===== config.mk =====
export PLATFORM = sky130hd
export DESIGN_NAME = inst_fetch_flat
export DESIGN_NICKNAME = d
export VERILOG_FILES = /design/src/rtl/inst_fetch_if.sv /design/src/rtl/inst_fetch.sv /design/src/flat_wrapper.sv
export SDC_FILE = /design/constraint.sdc
export NUM_CORES = 1
export LEC_CHECK = 0
export ABC_CLOCK_PERIOD_IN_PS = 9100
export CAP_MARGIN = 20
export CORE_MARGIN = 2
export CORE_UTILIZATION = 41
export DETAILED_ROUTE_END_ITERATION = 12
export MAX_ROUTING_LAYER = met4
export PLACE_DENSITY = 0.67
export SYNTH_ARGS = -nofsm -noshare
export SYNTH_HDL_FRONTEND = slang
export SYNTH_SLANG_ARGS = --single-unit

===== constraint.sdc =====
create_clock -name CLK -period 9.1 [get_ports CLK]
set_input_delay 1.82 -clock CLK [delete_from_list [all_inputs] [get_ports CLK]]
set_output_delay 1.82 -clock CLK [all_outputs]
set_load 0.05 [all_outputs]

===== src/rtl/inst_fetch_if.sv =====
// Fetch-side bundle: control from the pipeline, SRAM port and the decode handshake.
interface inst_fetch_if #(
  parameter int unsigned ADDR_W = 30
);
  logic              RUN;
  logic              REDIR_EN;
  logic [ADDR_W-1:0] REDIR_PC;
  logic              IREQ;
  logic [ADDR_W-1:0] IADDR;
  logic [31:0]       INSTR;
  logic              IF_VALID;
  logic [31:0]       IF_INSTR;
  logic [ADDR_W-1:0] IF_PC;
  logic              ID_READY;

  modport master (
    output RUN, REDIR_EN, REDIR_PC, INSTR, ID_READY,
    input  IREQ, IADDR, IF_VALID, IF_INSTR, IF_PC
  );

  modport slave (
    input  RUN, REDIR_EN, REDIR_PC, INSTR, ID_READY,
    output IREQ, IADDR, IF_VALID, IF_INSTR, IF_PC
  );
endinterface


===== src/rtl/inst_fetch.sv =====
// RISC_TOY instruction fetch: PC, 1-cycle-latency SRAM request, {INSTR,PC} buffer to decode.
module inst_fetch #(
  parameter int unsigned       ADDR_W   = 30,
  parameter logic [ADDR_W-1:0] RESET_PC = '0,
  parameter int unsigned       DEPTH    = 2
) (
  input logic         CLK,
  input logic         RST,
  inst_fetch_if.slave bus
);
  localparam int unsigned PW = $clog2(DEPTH);
  localparam int unsigned CW = $clog2(DEPTH + 1);

  logic [ADDR_W-1:0] pc_q, pc_d, tag_q, tag_d;
  logic              inflight_q, inflight_d;
  logic [PW-1:0]     wptr_q, wptr_d, rptr_q, rptr_d;
  logic [CW-1:0]     count_q, count_d;
  logic [31:0]       buf_instr_q [DEPTH];
  logic [ADDR_W-1:0] buf_pc_q    [DEPTH];
  logic [31:0]       hold_instr_q;
  logic [ADDR_W-1:0] hold_pc_q;

  logic              head_valid, pop, push, issue;
  logic [CW:0]       occ;
  logic [31:0]       head_instr;
  logic [ADDR_W-1:0] head_pc;

  always_comb begin
    head_valid = (count_q != '0);
    pop        = head_valid & bus.ID_READY;
    // A return arriving in a redirect cycle belongs to the old stream and is dropped.
    push       = inflight_q & ~bus.REDIR_EN;
    occ        = {1'b0, count_q} + {{CW{1'b0}}, inflight_q} - {{CW{1'b0}}, pop};
    issue      = bus.RUN & ~bus.REDIR_EN & (occ < (CW + 1)'(DEPTH));
    head_instr = head_valid ? buf_instr_q[rptr_q] : hold_instr_q;
    head_pc    = head_valid ? buf_pc_q[rptr_q]    : hold_pc_q;

    pc_d       = pc_q;
    tag_d      = tag_q;
    inflight_d = issue;
    wptr_d     = wptr_q;
    rptr_d     = rptr_q;
    count_d    = count_q;
    if (bus.REDIR_EN) begin
      pc_d    = bus.REDIR_PC & ~ADDR_W'(3);
      wptr_d  = '0;
      rptr_d  = '0;
      count_d = '0;
    end else begin
      if (issue) begin
        pc_d  = pc_q + ADDR_W'(4);
        tag_d = pc_q;
      end
      if (push) wptr_d = wptr_q + PW'(1);
      if (pop)  rptr_d = rptr_q + PW'(1);
      count_d = count_q + CW'(push) - CW'(pop);
    end
  end

  always_ff @(posedge CLK) begin
    if (RST) begin
      pc_q         <= RESET_PC;
      tag_q        <= '0;
      inflight_q   <= 1'b0;
      wptr_q       <= '0;
      rptr_q       <= '0;
      count_q      <= '0;
      hold_instr_q <= '0;
      hold_pc_q    <= '0;
    end else begin
      pc_q         <= pc_d;
      tag_q        <= tag_d;
      inflight_q   <= inflight_d;
      wptr_q       <= wptr_d;
      rptr_q       <= rptr_d;
      count_q      <= count_d;
      // Tracks whatever decode last saw so outputs hold once the buffer empties.
      hold_instr_q <= head_instr;
      hold_pc_q    <= head_pc;
    end
  end

  always_ff @(posedge CLK) begin
    if (!RST && push) begin
      buf_instr_q[wptr_q] <= bus.INSTR;
      buf_pc_q[wptr_q]    <= tag_q;
    end
  end

  assign bus.IREQ     = issue;
  assign bus.IADDR    = pc_q;
  assign bus.IF_VALID = head_valid;
  assign bus.IF_INSTR = head_instr;
  assign bus.IF_PC    = head_pc;
endmodule


===== src/flat_wrapper.sv =====
// flat-port wrapper written by rule: the top's interface ports become plain ports
module inst_fetch_flat 
#(
  parameter int unsigned       ADDR_W   = 30,
  parameter logic [ADDR_W-1:0] RESET_PC = '0,
  parameter int unsigned       DEPTH    = 2
)
  (CLK, RST, bus_RUN, bus_REDIR_EN, bus_REDIR_PC, bus_INSTR, bus_ID_READY, bus_IREQ, bus_IADDR, bus_IF_VALID, bus_IF_INSTR, bus_IF_PC);
  inst_fetch_if #(.ADDR_W(ADDR_W)) bus_i ();
  input logic CLK;
  input logic RST;
  input wire logic [$bits(bus_i.RUN)-1:0] bus_RUN;
  input wire logic [$bits(bus_i.REDIR_EN)-1:0] bus_REDIR_EN;
  input wire logic [$bits(bus_i.REDIR_PC)-1:0] bus_REDIR_PC;
  input wire logic [$bits(bus_i.INSTR)-1:0] bus_INSTR;
  input wire logic [$bits(bus_i.ID_READY)-1:0] bus_ID_READY;
  output wire logic [$bits(bus_i.IREQ)-1:0] bus_IREQ;
  output wire logic [$bits(bus_i.IADDR)-1:0] bus_IADDR;
  output wire logic [$bits(bus_i.IF_VALID)-1:0] bus_IF_VALID;
  output wire logic [$bits(bus_i.IF_INSTR)-1:0] bus_IF_INSTR;
  output wire logic [$bits(bus_i.IF_PC)-1:0] bus_IF_PC;
  assign bus_i.RUN = bus_RUN;
  assign bus_i.REDIR_EN = bus_REDIR_EN;
  assign bus_i.REDIR_PC = bus_REDIR_PC;
  assign bus_i.INSTR = bus_INSTR;
  assign bus_i.ID_READY = bus_ID_READY;
  assign bus_IREQ = bus_i.IREQ;
  assign bus_IADDR = bus_i.IADDR;
  assign bus_IF_VALID = bus_i.IF_VALID;
  assign bus_IF_INSTR = bus_i.IF_INSTR;
  assign bus_IF_PC = bus_i.IF_PC;
  inst_fetch #(.ADDR_W(ADDR_W), .RESET_PC(RESET_PC), .DEPTH(DEPTH)) u_core (.CLK(CLK), .RST(RST), .bus(bus_i));
endmodule

==> results of run 1 <==
## cell usage after synthesis, types with 2 or more instances
| cell type | count | area share [%] |
|---|---|---|
| nor4_1 | 4 | 0.26 |
| and2_0 | 2 | 0.13 |
| buf_2 | 2 | 0.11 |
| nor3_1 | 18 | 0.95 |
| o21ai_0 | 61 | 3.2 |
| nor2_1 | 19 | 0.75 |
| and3_1 | 2 | 0.13 |
| dfxtp_1 | 124 | 26 |
| xnor2_1 | 14 | 1.3 |
| edfxtp_1 | 120 | 38 |
| mux2i_1 | 66 | 7.0 |
| inv_1 | 26 | 1.0 |
| and2_1 | 5 | 0.33 |
| nand4_2 | 3 | 0.40 |
| o21a_1 | 16 | 1.3 |
| ha_1 | 4 | 0.53 |
| a21oi_1 | 45 | 2.4 |
| nor2b_1 | 66 | 4.4 |
| buf_4 | 2 | 0.16 |
| clkbuf_1 | 39 | 1.5 |
| and4_1 | 2 | 0.19 |
| xor2_1 | 13 | 1.2 |
| or4_1 | 2 | 0.16 |
| nand4_1 | 9 | 0.60 |
| nand3_1 | 7 | 0.37 |
| buf_1 | 9 | 0.36 |
| nand2_1 | 126 | 5.0 |
| nand3b_1 | 3 | 0.24 |
## cell families (layout without fill, tap and decap cells)
| logic type | Yosys count | in the layout |
|---|---|---|
| multiplexers | 67 | 67 |
| buffers and inverters | 78 | 239 |
| other | 1 | 3 |
| flip-flops | 244 | 244 |
| XOR/XNOR | 28 | 28 |
| AND/OR/NAND/NOR | 273 | 273 |
| AO/OA/AOI/OAI | 127 | 127 |
| adder cells (fa/ha/maj) | 5 | 5 |
## worst paths after layout
check        slack, ps                                 to  cells past startpoint                    startpoint
max               2180                           bus_IREQ                     10                  bus_ID_READY
min                450    u_core.buf_pc_q[1][3]$_DFFE_PP_                      0  u_core.tag_q[3]$_SDFFE_PP0P_
max reg2reg       4960  u_core.bus.IADDR[25]$_SDFFE_PP0P_                     13  u_core.count_q[1]$_SDFF_PP0_
min reg2reg        450    u_core.buf_pc_q[1][3]$_DFFE_PP_                      0  u_core.tag_q[3]$_SDFFE_PP0P_
## per-stage QoR
step	worst slack (ps)	hold slack [ps]
after floorplan	2040	425
after global placement	2200	430
after detailed placement	2190	439
after CTS	2180	452
after global routing	1970	465
final	2180	451
## flip-flops by register name, indices dropped and copies added (netlist names), named ones only
| register | cells |
|---|---|
| u_core.tag_q | 28 |
| u_core.count_q | 2 |
| u_core.hold_pc_q | 30 |
| u_core.bus.IADDR | 28 |
| u_core.inflight_q | 1 |
| u_core.buf_pc_q | 56 |
| u_core.buf_instr_q | 64 |
| u_core.rptr_q | 1 |
| u_core.hold_instr_q | 32 |
| u_core.wptr_q | 1 |
## worst max-delay path, stage by stage
cell and delay [ps]:
clkdlybuf4s50_1 440, and2_1 210, ha_1 260, nand2b_1 160, fa_1 470, and2_0 400
nand3b_1 120, buf_4 280, inv_1 110, clkdlybuf4s50_1 820
## area by class of cell
| type | instances | area, sq um |
|---|---|---|
| Antenna cell | 1 | 2.50 |
| Clock buffer | 34 | 732 |
| Fill cell | 1962 | 10400 |
| Timing Repair Buffer | 165 | 1660 |
| Tap cell | 285 | 357 |
| Inverter | 26 | 97.6 |
| Multi-Input combinational cell | 502 | 3080 |
| Sequential cell | 244 | 6090 |
| Clock inverter | 14 | 198 |
## routing by layer
layer / vias up / track usage, % / share of wire [%]
met5: - / - / 0
met4: 0 / 4.50 / 1.4
met3: 22 / 3.28 / 5.8
met2: 149 / 28.0 / 47
met1: 2830 / 23.2 / 46
li1: 3136 / - / -
## where the power goes
group          switching [W]  internal [W]  leakage [nW]  total, W
clock network       0.000417      0.000707         0.461   0.00112
logic               0.000131     0.0000809          1.66  0.000211
registers          0.0000214       0.00117          2.04   0.00119
==> results.sh, run 1 <==
export IMPL_outcome="finished, final reports clean"
export IMPL_grt_overflow=0
export IMPL_cts_hold_buf=0
export IMPL_area_delta_synth_final_pct=29.3
export IMPL_critPathLaunchType="input port"
export IMPL_start_util_pct=41.7
export IMPL_cp_required_ps=7280
export IMPL_die_area_sq_mm=0.0243
export IMPL_dieWidth_microns=156
export IMPL_gp_congestion=0.795
export IMPL_clk_pin_slew_ps=50
export IMPL_hold_path_class="flop to flop"
export IMPL_grt_max_degree=124
export IMPL_cts_sinks=244
export IMPL_finalSetupViolations=0
export IMPL_layout_drive_gt1_share_pct=7.01
export IMPL_drt_first_pass_iters=5
export IMPL_synthSimpleGateAreaFrac_pct=14.5
export IMPL_io_pins=161
export IMPL_maxCapViolCount=0
export IMPL_row_count=55
export IMPL_placed_area_sq_mm=0.0113
export IMPL_die_h_microns=156
export IMPL_drc=0
export IMPL_period_share_pct=76.0
export IMPL_criticalPathCategory="input port to primary output"
export IMPL_tritoncts="yes"
export IMPL_postCtsSetupBuffers=0
export IMPL_ys_warn_count=0
export IMPL_cts_made_buffers=26
export IMPL_insertion_delay_ps=520
export IMPL_antenna_found_initial=1
export IMPL_finish_utilization_pct=53.9
export IMPL_via_per_inst=4.83
export IMPL_peakVddDrop_uv=111
export IMPL_final_cell_mix="clkdlybuf4s50_1 (154), nand2_1 (126), dfxtp_1 (123), edfxtp_1 (120)"
export IMPL_critPathCaptureType="primary output"
export IMPL_synth_top_flop_cell="dfxtp_1"
export IMPL_finClkSkew_ps=13.5
export IMPL_synth_top_family_by_area="simple AND/OR/NAND/NOR gates"
export IMPL_arrival_ps=5100
export IMPL_ant_nets=0
export IMPL_placedCellCount=1221
export IMPL_synth_area_sq_mm=0.00945
export IMPL_final_common_cell="clkdlybuf4s50_1"
export IMPL_path_max_fanout=32
export IMPL_async_flop_share_pct=0
export IMPL_synth_edf_count=120
export IMPL_synth_fa_ha_area_share_pct=0.742
export IMPL_min_period_ps=6920
export IMPL_root_buffer="clkbuf_16"
export IMPL_synth_area_mux_share_pct=7.11
export IMPL_wl_microns=20900
export IMPL_dpl_hpwl_microns=12700
export IMPL_ys_types=42
export IMPL_yosysSeqAreaShare_pct=64.4
export IMPL_drv_slew=0
export IMPL_slew_headroom_pct=27.3
export IMPL_grt_usage_pct=17.5
export IMPL_clock_fmax_mhz=145
export IMPL_clock_path_buffers=3
export IMPL_first_global_vias=5936
export IMPL_synthCells=823
export IMPL_cts_resized=0
export IMPL_avgSynthCellArea_sq_um=11.5
export IMPL_nets=1037
export IMPL_rsz0062_at_grt="false"
export IMPL_dr_first_iter_drc_count=445
export IMPL_io_buffers=156
export IMPL_synth_compound_area_share_pct=7.35
export IMPL_finalHoldViolations=0
export IMPL_final_cells=1271
export IMPL_wl_per_cell_microns=16.4
export IMPL_power_w=0.00253
export IMPL_fin_area_sq_mm=0.0122
export IMPL_synth_xor_area_share_pct=2.68
export IMPL_ys_ff_latch=244
export IMPL_fin_setup_tns_ps=0
export IMPL_core_area_sq_mm=0.0226
export IMPL_grt_pass1_wl_microns=32800
export IMPL_worst_pin_slew_ps=1090
export IMPL_vias=6137
export IMPL_cellLeakagePower_nw=4.16
export IMPL_p_per_area_mw_per_mm2=207
export IMPL_cts_htree_levels=1
Power figures use the tool's default switching activity.
==> run 2, diff against run 1 <==
- ABC_CLOCK_PERIOD_IN_PS: 9100 -> 6800
- clock period: 9.1 -> 6.8 ns (I/O delays scaled with it)
==> results.sh, run 2 (synthesis results as in run 1) <==
export IMPL_placed_area_sq_mm=0.0112
export IMPL_r2r_end="u_core.bus.IADDR[25]$_SDFFE_PP0P_"
export IMPL_dieWidth_microns=156
export IMPL_dpl_hpwl_microns=12800
export IMPL_root_buffer="clkbuf_16"
export IMPL_first_global_vias=6053
export IMPL_wl_microns=20700
export IMPL_worstHoldPathCells=0
export IMPL_drv_slew=0
export IMPL_clkPwrFrac_pct=44.4
export IMPL_vias=6196
export IMPL_io_buffers=156
export IMPL_seq_power_share_pct=47.2
export IMPL_cts_resized=0
export IMPL_setup_ws_ps=1350
export IMPL_start_util_pct=41.7
export IMPL_io_pins=161
export IMPL_grt_overflow=0
export IMPL_min_period_ps=5450
export IMPL_finalHoldViolations=0
export IMPL_fin_setup_tns_ps=0
export IMPL_r2r_cells=11
export IMPL_cellLeakagePower_nw=4.17
export IMPL_grt_pass1_wl_microns=33000
export IMPL_top_regs="u_core.buf_instr_q x64, u_core.buf_pc_q x56, u_core.hold_instr_q x32"
export IMPL_drt_first_pass_iters=4
export IMPL_top_register="u_core.buf_instr_q"
export IMPL_hold_start="u_core.tag_q[5]$_SDFFE_PP0P_"
export IMPL_period_share_pct=80.1
export IMPL_tritoncts="yes"
export IMPL_drc=0
export IMPL_power_switching_w=0.000764
export IMPL_cts_htree_levels=1
export IMPL_hold_path_class="flop to flop"
export IMPL_power_w=0.00338
export IMPL_clock_fmax_mhz=184
export IMPL_cts_sinks=244
export IMPL_fin_area_sq_mm=0.0122
export IMPL_p_comb_share_pct=8.4
export IMPL_holdPathEnd="u_core.buf_pc_q[0][5]$_DFFE_PP_"
export IMPL_finClkSkew_ps=17.5
export IMPL_grt_max_degree=123
export IMPL_clk_pin_slew_ps=60
export IMPL_busiest_layer="met2"
export IMPL_reg2reg_from="u_core.count_q[1]$_SDFF_PP0_"
export IMPL_cp_required_ps=5440
export IMPL_critPathLaunchType="input port"
export IMPL_outcome="finished, final reports clean"
export IMPL_insertion_delay_ps=520
export IMPL_slew_headroom_pct=33.3
export IMPL_rsz0062_at_grt="false"
export IMPL_core_area_sq_mm=0.0226
export IMPL_maxCapViolCount=0
export IMPL_critPathCaptureType="primary output"
export IMPL_arrival_ps=4090
export IMPL_finalSetupViolations=0
export IMPL_via_per_inst=4.87
export IMPL_row_count=55
export IMPL_nets=1037
export IMPL_layout_drive_gt1_share_pct=7.11
export IMPL_antenna_found_initial=1
export IMPL_clock_path_buffers=3
export IMPL_p_sw_share_pct=22.6
export IMPL_final_common_cell="clkdlybuf4s50_1"
export IMPL_largest_reg_flops=64
export IMPL_path_max_fanout=29
export IMPL_final_cell_mix="clkdlybuf4s50_1 (153), nand2_1 (126), dfxtp_1 (123), edfxtp_1 (120)"
export IMPL_postCtsSetupBuffers=0
export IMPL_ant_nets=0
export IMPL_area_delta_synth_final_pct=29.1
export IMPL_p_per_area_mw_per_mm2=277
export IMPL_wl_per_cell_microns=16.3
export IMPL_n_fill_cell=1980
export IMPL_die_area_sq_mm=0.0243
export IMPL_use_met1_pct=22.8
export IMPL_place_ws_ps=1370
export IMPL_grt_usage_pct=17.7
export IMPL_die_h_microns=156
export IMPL_gp_congestion=0.791
export IMPL_gr_usage_met2_pct=29.1
export IMPL_internal_power_w=0.00262
export IMPL_gr_usage_met3_pct=2.92
export IMPL_cts_made_buffers=27
export IMPL_worst_pin_slew_ps=1000
export IMPL_r2r_slack_ps=3350
export IMPL_dr_first_iter_drc_count=405
export IMPL_peakVddDrop_uv=166
export IMPL_criticalPathCategory="input port to primary output"
export IMPL_cts_hold_buf=0
## run 2: worst max-delay path by stage
stage | start | end | slack, ps | cells past startpoint
2_1_floorplan | bus_REDIR_EN | u_core.buf_instr_q[0][0]$_DFFE_PP_ | 200 | 4
3_3_place_gp | bus_ID_READY | bus_IREQ | 1390 | 10
3_5_place_dp | bus_ID_READY | bus_IREQ | 1370 | 10
4_1_cts | bus_ID_READY | bus_IREQ | 1360 | 10
5_1_grt | bus_ID_READY | bus_IREQ | 1200 | 10
6_report | bus_ID_READY | bus_IREQ | 1350 | 10
## run 2: routing by layer
layer | part of all wire (%) | vias up | routed length [microns]
met3 | 4.9 | 37 | 1020
met4 | 2.4 | 0 | 502
met1 | 45 | 2887 | 9340
li1 | - | 3138 | -
met2 | 48 | 134 | 9850
met5 | 0 | - | 0
## run 2: final cells by class
cell class | instances | area (sq um) | share of cell area (%)
Clock inverter | 13 | 164 | 1.34
Clock buffer | 36 | 769 | 6.31
Sequential cell | 244 | 6090 | 49.9
Tap cell | 285 | 357 | 2.92
Inverter | 26 | 97.6 | 0.800
Multi-Input combinational cell | 502 | 3080 | 25.2
Timing Repair Buffer | 164 | 1640 | 13.5
Antenna cell | 1 | 2.50 | 0.0205
## run 2: worst max-delay path, stage by stage
cell             delay [ps]
clkdlybuf4s50_1         450
and2_1                  210
ha_1                    250
nand2b_1                160
fa_1                    480
and2_0                  410
nand3b_1                160
inv_1                    80
buf_4                   340
buf_12                  190
## run 2: metrics by stage
step | cells | hold WS, ps | utilization (%)
2_1_floorplan | 824 | 425 | -
3_3_place_gp | 1220 | 430 | 49.6
6_report | 1271 | 449 | 53.9
3_5_place_dp | 1220 | 437 | 49.6
5_1_grt | 1271 | 462 | 53.9
4_1_cts | 1269 | 452 | 53.8
## run 2: power by group through the flow
stage / Clock (W) / Sequential, W / Combinational, W
6_report: 0.00150 / 0.00160 / 0.000283
5_1_grt: 0.00161 / 0.00160 / 0.000302
4_1_cts: 0.00154 / 0.00160 / 0.000285
3_5_place_dp: 0 / 0.00163 / 0.000284
3_3_place_gp: 0 / 0.00163 / 0.000281
2_1_floorplan: 0 / 0.00166 / 0.000135
